$ cat src/rtl/byte_ram_streamer_pkg.sv
// Shared types for the puzzle-input byte RAM read streamer: ROM addressing,
// command length and streamer state encoding.
package byte_ram_streamer_pkg;

    localparam int ROM_DEPTH = 16;
    localparam int ROM_AW    = $clog2(ROM_DEPTH);
    localparam int LEN_W     = $clog2(ROM_DEPTH + 1);

    typedef logic [ROM_AW-1:0] RomAddr_t;
    typedef logic [LEN_W-1:0]  Len_t;

    typedef enum logic [1:0] {
        IDLE   = 2'd0,
        STREAM = 2'd1,
        DRAIN  = 2'd2,
        FINISH = 2'd3
    } StreamerState_t;

    // ROM_DEPTH need not be a power of two, so wrap explicitly.
    function automatic RomAddr_t rom_addr_next(input RomAddr_t addr);
        if (addr == RomAddr_t'(ROM_DEPTH - 1)) begin
            rom_addr_next = RomAddr_t'(0);
        end else begin
            rom_addr_next = addr + RomAddr_t'(1);
        end
    endfunction

endpackage

$ cat src/rtl/byte_stream_fifo.sv
// Small synchronous FIFO carrying a byte plus its end-of-command flag.
// Pushes to a full FIFO and pops from an empty one are ignored.
module byte_stream_fifo #(
    parameter int DEPTH = 4
) (
    input  logic                         clk_i,
    input  logic                         rst_i,
    input  logic                         clr_i,
    input  logic                         push_i,
    input  logic [7:0]                   push_data_i,
    input  logic                         push_last_i,
    input  logic                         pop_i,
    output logic [7:0]                   head_data_o,
    output logic                         head_last_o,
    output logic                         empty_o,
    output logic [$clog2(DEPTH+1)-1:0]   count_o
);

    localparam int CW = $clog2(DEPTH + 1);
    localparam int PW = (DEPTH > 1) ? $clog2(DEPTH) : 1;

    logic [7:0]       data_mem_q [DEPTH];
    logic [DEPTH-1:0] last_mem_q;
    logic [PW-1:0]    wr_ptr_q;
    logic [PW-1:0]    rd_ptr_q;
    logic [CW-1:0]    count_q;
    logic             push_ok_s;
    logic             pop_ok_s;

    function automatic logic [PW-1:0] ptr_next(input logic [PW-1:0] ptr);
        if (ptr == PW'(DEPTH - 1)) begin
            ptr_next = PW'(0);
        end else begin
            ptr_next = ptr + PW'(1);
        end
    endfunction

    assign push_ok_s   = push_i && (count_q != CW'(DEPTH));
    assign pop_ok_s    = pop_i && (count_q != CW'(0));
    assign head_data_o = data_mem_q[rd_ptr_q];
    assign head_last_o = last_mem_q[rd_ptr_q];
    assign empty_o     = (count_q == CW'(0));
    assign count_o     = count_q;

    // Pointer and occupancy bookkeeping.
    always_ff @(posedge clk_i) begin
        if (rst_i || clr_i) begin
            wr_ptr_q <= PW'(0);
            rd_ptr_q <= PW'(0);
            count_q  <= CW'(0);
        end else begin
            if (push_ok_s) begin
                wr_ptr_q <= ptr_next(wr_ptr_q);
            end
            if (pop_ok_s) begin
                rd_ptr_q <= ptr_next(rd_ptr_q);
            end
            case ({push_ok_s, pop_ok_s})
                2'b10:   count_q <= count_q + CW'(1);
                2'b01:   count_q <= count_q - CW'(1);
                default: count_q <= count_q;
            endcase
        end
    end

    // Storage array; contents are don't-care until written.
    always_ff @(posedge clk_i) begin
        if (push_ok_s) begin
            data_mem_q[wr_ptr_q] <= push_data_i;
            last_mem_q[wr_ptr_q] <= push_last_i;
        end
    end

endmodule

$ cat src/rtl/byte_ram_streamer.sv
// Reads Length bytes from the input byte RAM starting at StartAddr and
// presents them as a valid/ready stream, optionally stopping at a sentinel.
module byte_ram_streamer
    import byte_ram_streamer_pkg::*;
#(
    parameter int         FIFO_DEPTH  = 4,
    parameter bit         TERM_ENABLE = 1'b0,
    parameter logic [7:0] TERM_BYTE   = 8'h00
) (
    input  logic       clk_i,
    input  logic       reset_i,
    input  logic       start_i,
    input  RomAddr_t   start_addr_i,
    input  Len_t       length_i,
    output logic       busy_o,
    output logic       done_o,
    output RomAddr_t   ram_read_addr_o,
    output logic       ram_read_enable_o,
    input  logic [7:0] ram_read_data_i,
    output logic [7:0] out_data_o,
    output logic       out_valid_o,
    input  logic       out_ready_i,
    output logic       out_last_o
);

    localparam int CW = $clog2(FIFO_DEPTH + 1);

    StreamerState_t state_q, state_d;
    RomAddr_t       addr_q, addr_d;
    Len_t           rem_q, rem_d;
    logic           ren_q, ren_d;
    logic           ren_last_q, ren_last_d;
    logic           pend_q, pend_d;
    logic           pend_last_q, pend_last_d;
    logic           done_q, done_d;
    logic           busy_q, busy_d;

    logic [CW-1:0]  fifo_count_s;
    logic           fifo_empty_s;
    logic [7:0]     head_data_s;
    logic           head_last_s;
    logic           pop_s;
    logic           push_s;
    logic           push_last_s;
    logic           term_hit_s;
    logic           clr_s;
    logic [CW:0]    occ_next_s;

    assign pop_s       = !fifo_empty_s && out_ready_i;
    assign push_s      = pend_q;
    assign term_hit_s  = TERM_ENABLE && pend_q && (ram_read_data_i == TERM_BYTE);
    assign push_last_s = pend_last_q || term_hit_s;
    assign clr_s       = (state_q == IDLE) && start_i;
    assign occ_next_s  = {1'b0, fifo_count_s} + {{CW{1'b0}}, push_s} - {{CW{1'b0}}, pop_s};

    byte_stream_fifo #(
        .DEPTH (FIFO_DEPTH)
    ) u_fifo (
        .clk_i       (clk_i),
        .rst_i       (reset_i),
        .clr_i       (clr_s),
        .push_i      (push_s),
        .push_data_i (ram_read_data_i),
        .push_last_i (push_last_s),
        .pop_i       (pop_s),
        .head_data_o (head_data_s),
        .head_last_o (head_last_s),
        .empty_o     (fifo_empty_s),
        .count_o     (fifo_count_s)
    );

    // Next-state logic. Read enable is registered, so the issue decision for
    // the next cycle uses next-cycle occupancy plus the read issued this cycle.
    always_comb begin
        state_d     = state_q;
        addr_d      = ren_q ? rom_addr_next(addr_q) : addr_q;
        rem_d       = rem_q;
        ren_d       = 1'b0;
        ren_last_d  = 1'b0;
        pend_d      = ren_q;
        pend_last_d = ren_last_q;
        done_d      = 1'b0;
        case (state_q)
            IDLE: begin
                if (start_i) begin
                    addr_d = start_addr_i;
                    if (length_i == Len_t'(0)) begin
                        state_d = FINISH;
                    end else begin
                        state_d    = STREAM;
                        ren_d      = 1'b1;
                        ren_last_d = (length_i == Len_t'(1));
                        rem_d      = length_i - Len_t'(1);
                    end
                end else begin
                    state_d = IDLE;
                end
            end
            STREAM: begin
                if (term_hit_s) begin
                    // Drop the read issued behind the sentinel.
                    state_d     = DRAIN;
                    rem_d       = Len_t'(0);
                    pend_d      = 1'b0;
                    pend_last_d = 1'b0;
                end else if (rem_q == Len_t'(0)) begin
                    state_d = DRAIN;
                end else if ((occ_next_s + {{CW{1'b0}}, ren_q}) < (CW+1)'(FIFO_DEPTH)) begin
                    ren_d      = 1'b1;
                    ren_last_d = (rem_q == Len_t'(1));
                    rem_d      = rem_q - Len_t'(1);
                end else begin
                    state_d = STREAM;
                end
            end
            DRAIN: begin
                if (term_hit_s) begin
                    pend_d      = 1'b0;
                    pend_last_d = 1'b0;
                end else begin
                    pend_d = ren_q;
                end
                if ((occ_next_s == (CW+1)'(0)) && !pend_d) begin
                    state_d = FINISH;
                    done_d  = 1'b1;
                end else begin
                    state_d = DRAIN;
                end
            end
            FINISH: begin
                // Entry from DRAIN already raised Done; a zero-length command
                // arrives with Done low and pulses it here.
                if (done_q) begin
                    state_d = IDLE;
                end else begin
                    done_d = 1'b1;
                end
            end
            default: begin
                state_d = IDLE;
            end
        endcase
        busy_d = (state_d != IDLE);
    end

    // Control state registers.
    always_ff @(posedge clk_i) begin
        if (reset_i) begin
            state_q     <= IDLE;
            addr_q      <= RomAddr_t'(0);
            rem_q       <= Len_t'(0);
            ren_q       <= 1'b0;
            ren_last_q  <= 1'b0;
            pend_q      <= 1'b0;
            pend_last_q <= 1'b0;
            done_q      <= 1'b0;
            busy_q      <= 1'b0;
        end else begin
            state_q     <= state_d;
            addr_q      <= addr_d;
            rem_q       <= rem_d;
            ren_q       <= ren_d;
            ren_last_q  <= ren_last_d;
            pend_q      <= pend_d;
            pend_last_q <= pend_last_d;
            done_q      <= done_d;
            busy_q      <= busy_d;
        end
    end

    assign busy_o            = busy_q;
    assign done_o            = done_q;
    assign ram_read_addr_o   = addr_q;
    assign ram_read_enable_o = ren_q;
    assign out_valid_o       = !fifo_empty_s;
    assign out_data_o        = fifo_empty_s ? 8'h00 : head_data_s;
    assign out_last_o        = fifo_empty_s ? 1'b0 : head_last_s;

endmodule

$ cat config.mk
export PLATFORM = sky130hd
export DESIGN_NAME = byte_ram_streamer
export DESIGN_NICKNAME = d
export VERILOG_FILES = /design/src/rtl/byte_ram_streamer_pkg.sv /design/src/rtl/byte_stream_fifo.sv /design/src/rtl/byte_ram_streamer.sv
export SDC_FILE = /design/constraint.sdc
export NUM_CORES = 1
export LEC_CHECK = 0
export CORE_UTILIZATION = 30
export DETAILED_ROUTE_END_ITERATION = 10
export RECOVER_POWER = 25
export SYNTH_ARGS = -nofsm -noshare
export SYNTH_HDL_FRONTEND = slang
export SYNTH_SLANG_ARGS = --single-unit
export TNS_END_PERCENT = 1
$ cat constraint.sdc
create_clock -name clk_i -period 4.32 [get_ports clk_i]
set_input_delay 0.864 -clock clk_i [delete_from_list [all_inputs] [get_ports clk_i]]
set_output_delay 0.864 -clock clk_i [all_outputs]
set_load 0.02 [all_outputs]
; ---- After elaboration in Yosys (flattened, before gate mapping)
; Memories as Yosys holds them, arrays and structs flattened. A register that Yosys moved wholly into a read port is not among the register bits.
; Cells that the tools add are included.
[word_totals]
mem_count = 1
mem_bits_rw = 32
register_bits = 28
in_bits = 21
output_inout_bits = 17
elab_cells = 107
[mem_list]
columns = memory, depth, word_bits, read_ports, rd_ports_with_merged_regs, write_ports, line
row1 = u_fifo.data_mem_q, 4, 8, 1, 1, 1, byte_stream_fifo.sv:22  ; logic [7:0] data_mem_q [DEPTH];
[op_classes]
n_addsub = 10
reduce_logical = 19
n_lt_le_gt_ge = 4
n_mux = 45
n_eq_ne = 15
[ops]
columns = cell, count
row1 = 2-to-1 mux 5 bit, 4
row2 = 2-to-1 mux 1 bit, 18
row3 = 2-to-1 mux 2 bit, 9
row4 = 2-to-1 mux 4 bit, 4
row5 = "equality test 2 bit, second input constant", 5
row6 = "equality test 5 x 1 -> 1 bit, second input constant", 2
row7 = logical NOT 5 bit, 2
row8 = case mux 5 bit (2 select lines), 1
row9 = "subtractor 5 x 1 -> 5 bit, second input constant", 2
row10 = 2-to-1 mux 8 bit, 1
row11 = "inequality test 2 bit, second input constant", 4
row12 = case mux 2 bit (4 select lines), 1
row13 = logical AND 1 bit, 6
row14 = "less-than comparator 2 x 3 -> 1 bit, second input constant", 2
row15 = case mux 1 bit (2 select lines), 3
row16 = case mux 3 bit (2 select lines), 1
row17 = nonzero test 2 bit, 3
row18 = AND reduction 5 bit, 1
row19 = "adder 2 x 1 -> 2 bit, second input constant", 2
row20 = adder 3 x 1 -> 4 bit, 1
row21 = adder 4 x 1 -> 4 bit, 1
row22 = "adder 4 x 1 -> 4 bit, second input constant", 1
row23 = bitwise mux 4 bit, 1
row24 = "equality test 2 x 1 -> 1 bit, second input constant", 2
row25 = 15 further kinds, 16

; ---- Depth between registers and ports, before layout
[logic_depth]
depth_word = 10
ltp_mapped = 13
mapped_depth_nobuf = 13

; ---- Cells and area by module
; Synthesis repeated with hierarchy kept, for this count alone.
[unflattened]
hier_cells = 247
area_unflattened_um2 = 2962.8
[by_module_without_submodules]
columns = module, cells_per_inst, instances, area_per_inst_um2, seq_area_each_um2
row1 = byte_stream_fifo, 101, 1, 1781.7, 1261.2
row2 = byte_ram_streamer, 146, 1, 1181.1, 340.3

; ---- Worst setup path before layout
; OpenSTA, ideal clock, no wires.
[synth_path]
path_type = input to register
from = input port out_ready_i
to = register ren_last_q
setup_slack_ns = 1.357
path_buffers = 0
arrival_time_ns = 2.877
path_stages = 12
required_ns = 4.234
cell_sequence = nand2_1 -> inv_1 -> ha_1 -> inv_1 -> ha_1 -> inv_1 -> fa_1 -> nand3b_1 -> nand2_1 -> nor4b_4 -> o211ai_1 -> a211oi_1
[synth_via]
elab_chain_cells = 7
[synth_rtl]
columns = item, line
row1 = start: declaration, byte_ram_streamer.sv:22  ; input logic out_ready_i,
row2 = logical AND 1 bit, byte_ram_streamer.sv:49  ; assign pop_s = !fifo_empty_s && out_ready_i;
row3 = subtractor 4 x 1 -> 4 bit, byte_ram_streamer.sv:54  ; assign occ_next_s = {1'b0, fifo_count_s} + {{CW{1'b0}}, push_s} - {{CW{1'b0}}, pop_s};
row4 = adder 4 x 1 -> 4 bit, byte_ram_streamer.sv:108  ; end else if ((occ_next_s + {{CW{1'b0}}, ren_q}) < (CW+1)'(FIFO_DEPTH)) begin
row5 = less-than comparator 4 x 3 -> 1 bit, byte_ram_streamer.sv:108
row6 = 2-to-1 mux 1 bit, byte_ram_streamer.sv:108
row7 = 2-to-1 mux 1 bit, byte_ram_streamer.sv:106  ; end else if (rem_q == Len_t'(0)) begin
row8 = case mux 1 bit (2 select lines), byte_ram_streamer.sv:83  ; case (state_q)
row9 = end signal: assignment, byte_ram_streamer.sv:163  ; ren_last_q <= ren_last_d;
row10 = end: declaration, byte_ram_streamer.sv:32  ; logic ren_last_q, ren_last_d;
; No other way between the ends.
; A chain may end at the register's enable or synchronous reset.

; ---- Final worst setup path
[layout_path]
from = register u_fifo.count_q[2] (netlist: u_fifo.count_o[2])
to = register rem_q[2]
[layout_via]
elab_chain_cells = 8
word_cells_on_any_way = 9
cone_classes = add/sub: 3 / order compare: 1 / eq/ne: 1 / reduce/logical: 4
[layout_rtl]
columns = item, line
row1 = start: declaration, byte_stream_fifo.sv:26  ; logic [CW-1:0] count_q;
row2 = start signal: assignment, byte_stream_fifo.sv:59  ; 2'b10: count_q <= count_q + CW'(1);
row3 = start signal: assignment, byte_stream_fifo.sv:60  ; 2'b01: count_q <= count_q - CW'(1);
row4 = start signal: assignment, byte_stream_fifo.sv:61  ; default: count_q <= count_q;
row5 = branches (longest 3 deep; another with adder 3 x 1 -> 4 bit), n/a
row6 = subtractor 4 x 1 -> 4 bit *, byte_ram_streamer.sv:54
row7 = adder 4 x 1 -> 4 bit *, byte_ram_streamer.sv:108
row8 = less-than comparator 4 x 3 -> 1 bit *, byte_ram_streamer.sv:108
row9 = inequality test 2 bit (no line) *, n/a
row10 = AND reduction 5 bit (no line) *, n/a
row11 = end signal: assignment, byte_ram_streamer.sv:151  ; rem_q <= Len_t'(0);
row12 = end signal: assignment, byte_ram_streamer.sv:161  ; rem_q <= rem_d;
row13 = end: declaration, byte_ram_streamer.sv:30  ; Len_t rem_q, rem_d;
; Mark *: on every way between the ends.

==> impl_results.md <==
- Max-Cap Viols: 0
- # fillers: 903
- # hold bufs at CTS: 0
- Met1 WL: 2.34 mm
- Synth top area share: 0.372
- Starting Density: 0.312
- Clock Skew: 13.8 ps
- WL final: 5.21 mm
- Largest vdd supply drop: 0.000289 V
- Antenna Violating Nets Remaining: 0
- Placed cell areas: 0.00341 mm^2
- Post-Syn Area: 0.00291 mm^2
- Sequential-to-total area share from yosys stat: 0.551
- Synth Warn #: 0
- DR DRC count: 0
- Layout cells sized above 1: 0.110
- DP HPWL: 3.75 mm
- Status: finished, final reports clean
- Crit path capture type: flop
- TritonRoute pass-1 iters: 4
- Final Cycle Share: 0.765
- Wire per inst: 12.7 um
- Rows: 35
- WL met2: 2.53 mm
- Final Hold Viols: 0
- CTS resizes: 0
- Cells taking the most area after synthesis: edfxtp_1 37%, dfxtp_1 18%, mux4_2 7.0%
- Pwr Total: 0.00178 W
- Die Area: 0.0101 mm^2
- Final core occ: 0.384
- Final nets: 315
- Clk_lat worst skew: 340 ps
- Core ar.: 0.00933 mm^2
- Main synth FF type: edfxtp_1
- Pwr Density: 496 mW/mm^2
- Vias per Instance: 4.57
- Slew @ Worst Pin: 676 ps
- Largest net degree at the start of global routing: 22
- Initial antenna violation count: 0
- RSZ-0062 raised after global routing: no
- Clock transition at path regs: 80 ps
- CTS root buffer: clkbuf_8
- Count of final max-slew check failures: 0
- Worst Path Required: 4570 ps
- Critical Path Source Type: flop
- Syn_nets: 275
- Via Count: 1,878
- Distinct cell type count after synthesis: 42
- Worst Path Arrival: 3550 ps
- GPL Wtd Cong: 0.780
- Worst-path fanout max: 11
- Gr usage total: 0.118
- IO Port Bufs: 37
- Synth top cells by count: 36 x edfxtp_1, 26 x dfxtp_1, 19 x nor2_1
- Top routing layer used: met4
- WL met3: 271 um
- Die height: 100 um
- Worst Hold Class: reg2reg
- Setup Buffers After CTS: 0
- Crit path time final: 3300 ps
- CTS buffer count: 9
- Design area: 0.00358 mm^2
- FF+latch count, synth: 62
- Fmax: 0.303 GHz
- Sum Neg Setup Slack: 0 ps
- Gr ovfl total: 0
- I/O Pins: 38
- Crit path kind: reg2reg
- Post-route setup slack: 1020 ps
- Dpl ws: 671 ps
- H-tree depth: 3
- Asr flop ratio synth: 0
- Synth Instances: 237
- Initial DRC count: 49
- CTS tree: done
- Area grow syn2layout: 23.1%
- Post-synth EDFFs: 36
- Syn Area/Cell: 12.3 um^2
- Clk sinks: 62
- Finish-stage setup viols: 0
- Wire length of the first global-routing pass: 9.05 mm
- Area leader, netlist: edfxtp_1
- Clk buf depth: 2
- Vias in the first global route: 1,908
- Die X-Extent: 100 um
- Most frequent cell after synthesis: edfxtp_1
- Rel. slew slack: 0.548
- LEAKAGE: 1.27 nW
- ANT cells: 0
## power breakdown
group | leakage, nW | internal, W | switching, W
registers | 0.543 | 0.000700 | 0.0000850
clock network | 0.0852 | 0.000208 | 0.000232
logic | 0.643 | 0.000259 | 0.000292
total | 1.27 | 0.00117 | 0.000610
## worst max-delay path, stage by stage, from the launching register on
cell and delay [ps]:
dfxtp_1 340, or3_1 560, nand2_1 230, inv_1 60, ha_1 270, inv_1 50, ha_1 150, inv_1 50
fa_1 490, nand3b_1 130, nand2_1 90, nor4b_4 400, nor3_4 110, o32ai_1 280
## cell usage in the layout (no fill, tap or decap), types with 7 or more instances in the layout
master and count:
a21oi_1 10, and2_1 13, clkbuf_8 9, clkdlybuf4s50_1 30, dfxtp_1 26, dlygate4sd3_1 7, edfxtp_1 36, ha_1 15
inv_1 18, mux4_2 9, nand2_1 12, nor2_1 19, nor3_1 8, o21ai_0 8
## flip-flops by register name, indices dropped and copies added, names as in the netlist, named ones only
name / count
ram_read_addr_o: 4
u_fifo.wr_ptr_q: 2
done_o: 1
pend_last_q: 1
pend_q: 1
state_q: 2
rem_q: 5
u_fifo.data_mem_q: 32
ram_read_enable_o: 1
u_fifo.last_mem_q: 4
u_fifo.count_o: 3
u_fifo.rd_ptr_q: 2
ren_last_q: 1
busy_o: 1
## cell families after synthesis
logic type,Yosys count,share of synthesized area
flops,62,0.551
simple gates,73,0.141
mux,12,0.0800
fa+ha+maj,17,0.0783
xor+xnor,9,0.0271
compound gates,38,0.0882
buf+inv,26,0.0348
## layout make-up
type / count / area (um^2) / share of cell area
clock inverter: 7 / 51.3 / 0.0143
timing repair buffer: 37 / 370 / 0.103
multi-input combinational: 149 / 1210 / 0.337
inverter: 18 / 67.6 / 0.0189
tap: 129 / 161 / 0.0451
clock buffer: 9 / 124 / 0.0346
sequential: 62 / 1600 / 0.447
## through the flow
stage	hold slack (ps)	instances
2_1_floorplan	414	237
3_5_place_dp	434	395
6_report	442	411
3_3_place_gp	429	395
4_1_cts	450	411
5_1_grt	466	411
## routing by layer
layer  global-route usage  vias to the layer above
met5                    0                        -
met4               0.0334                        0
met3               0.0416                        8
met2                0.201                       54
met1                0.143                      874
li1                     -                      942
## final timing paths
check,start,end,slack (ps),cells after the start
worst max-delay path,u_fifo.count_o[2],rem_q[2],1020,13
worst min-delay path,ren_last_q,pend_last_q,440,1
worst max register to register,u_fifo.count_o[2],rem_q[2],1020,13
worst min register to register,ren_last_q,pend_last_q,440,1
Power figures use the tool's default switching activity.
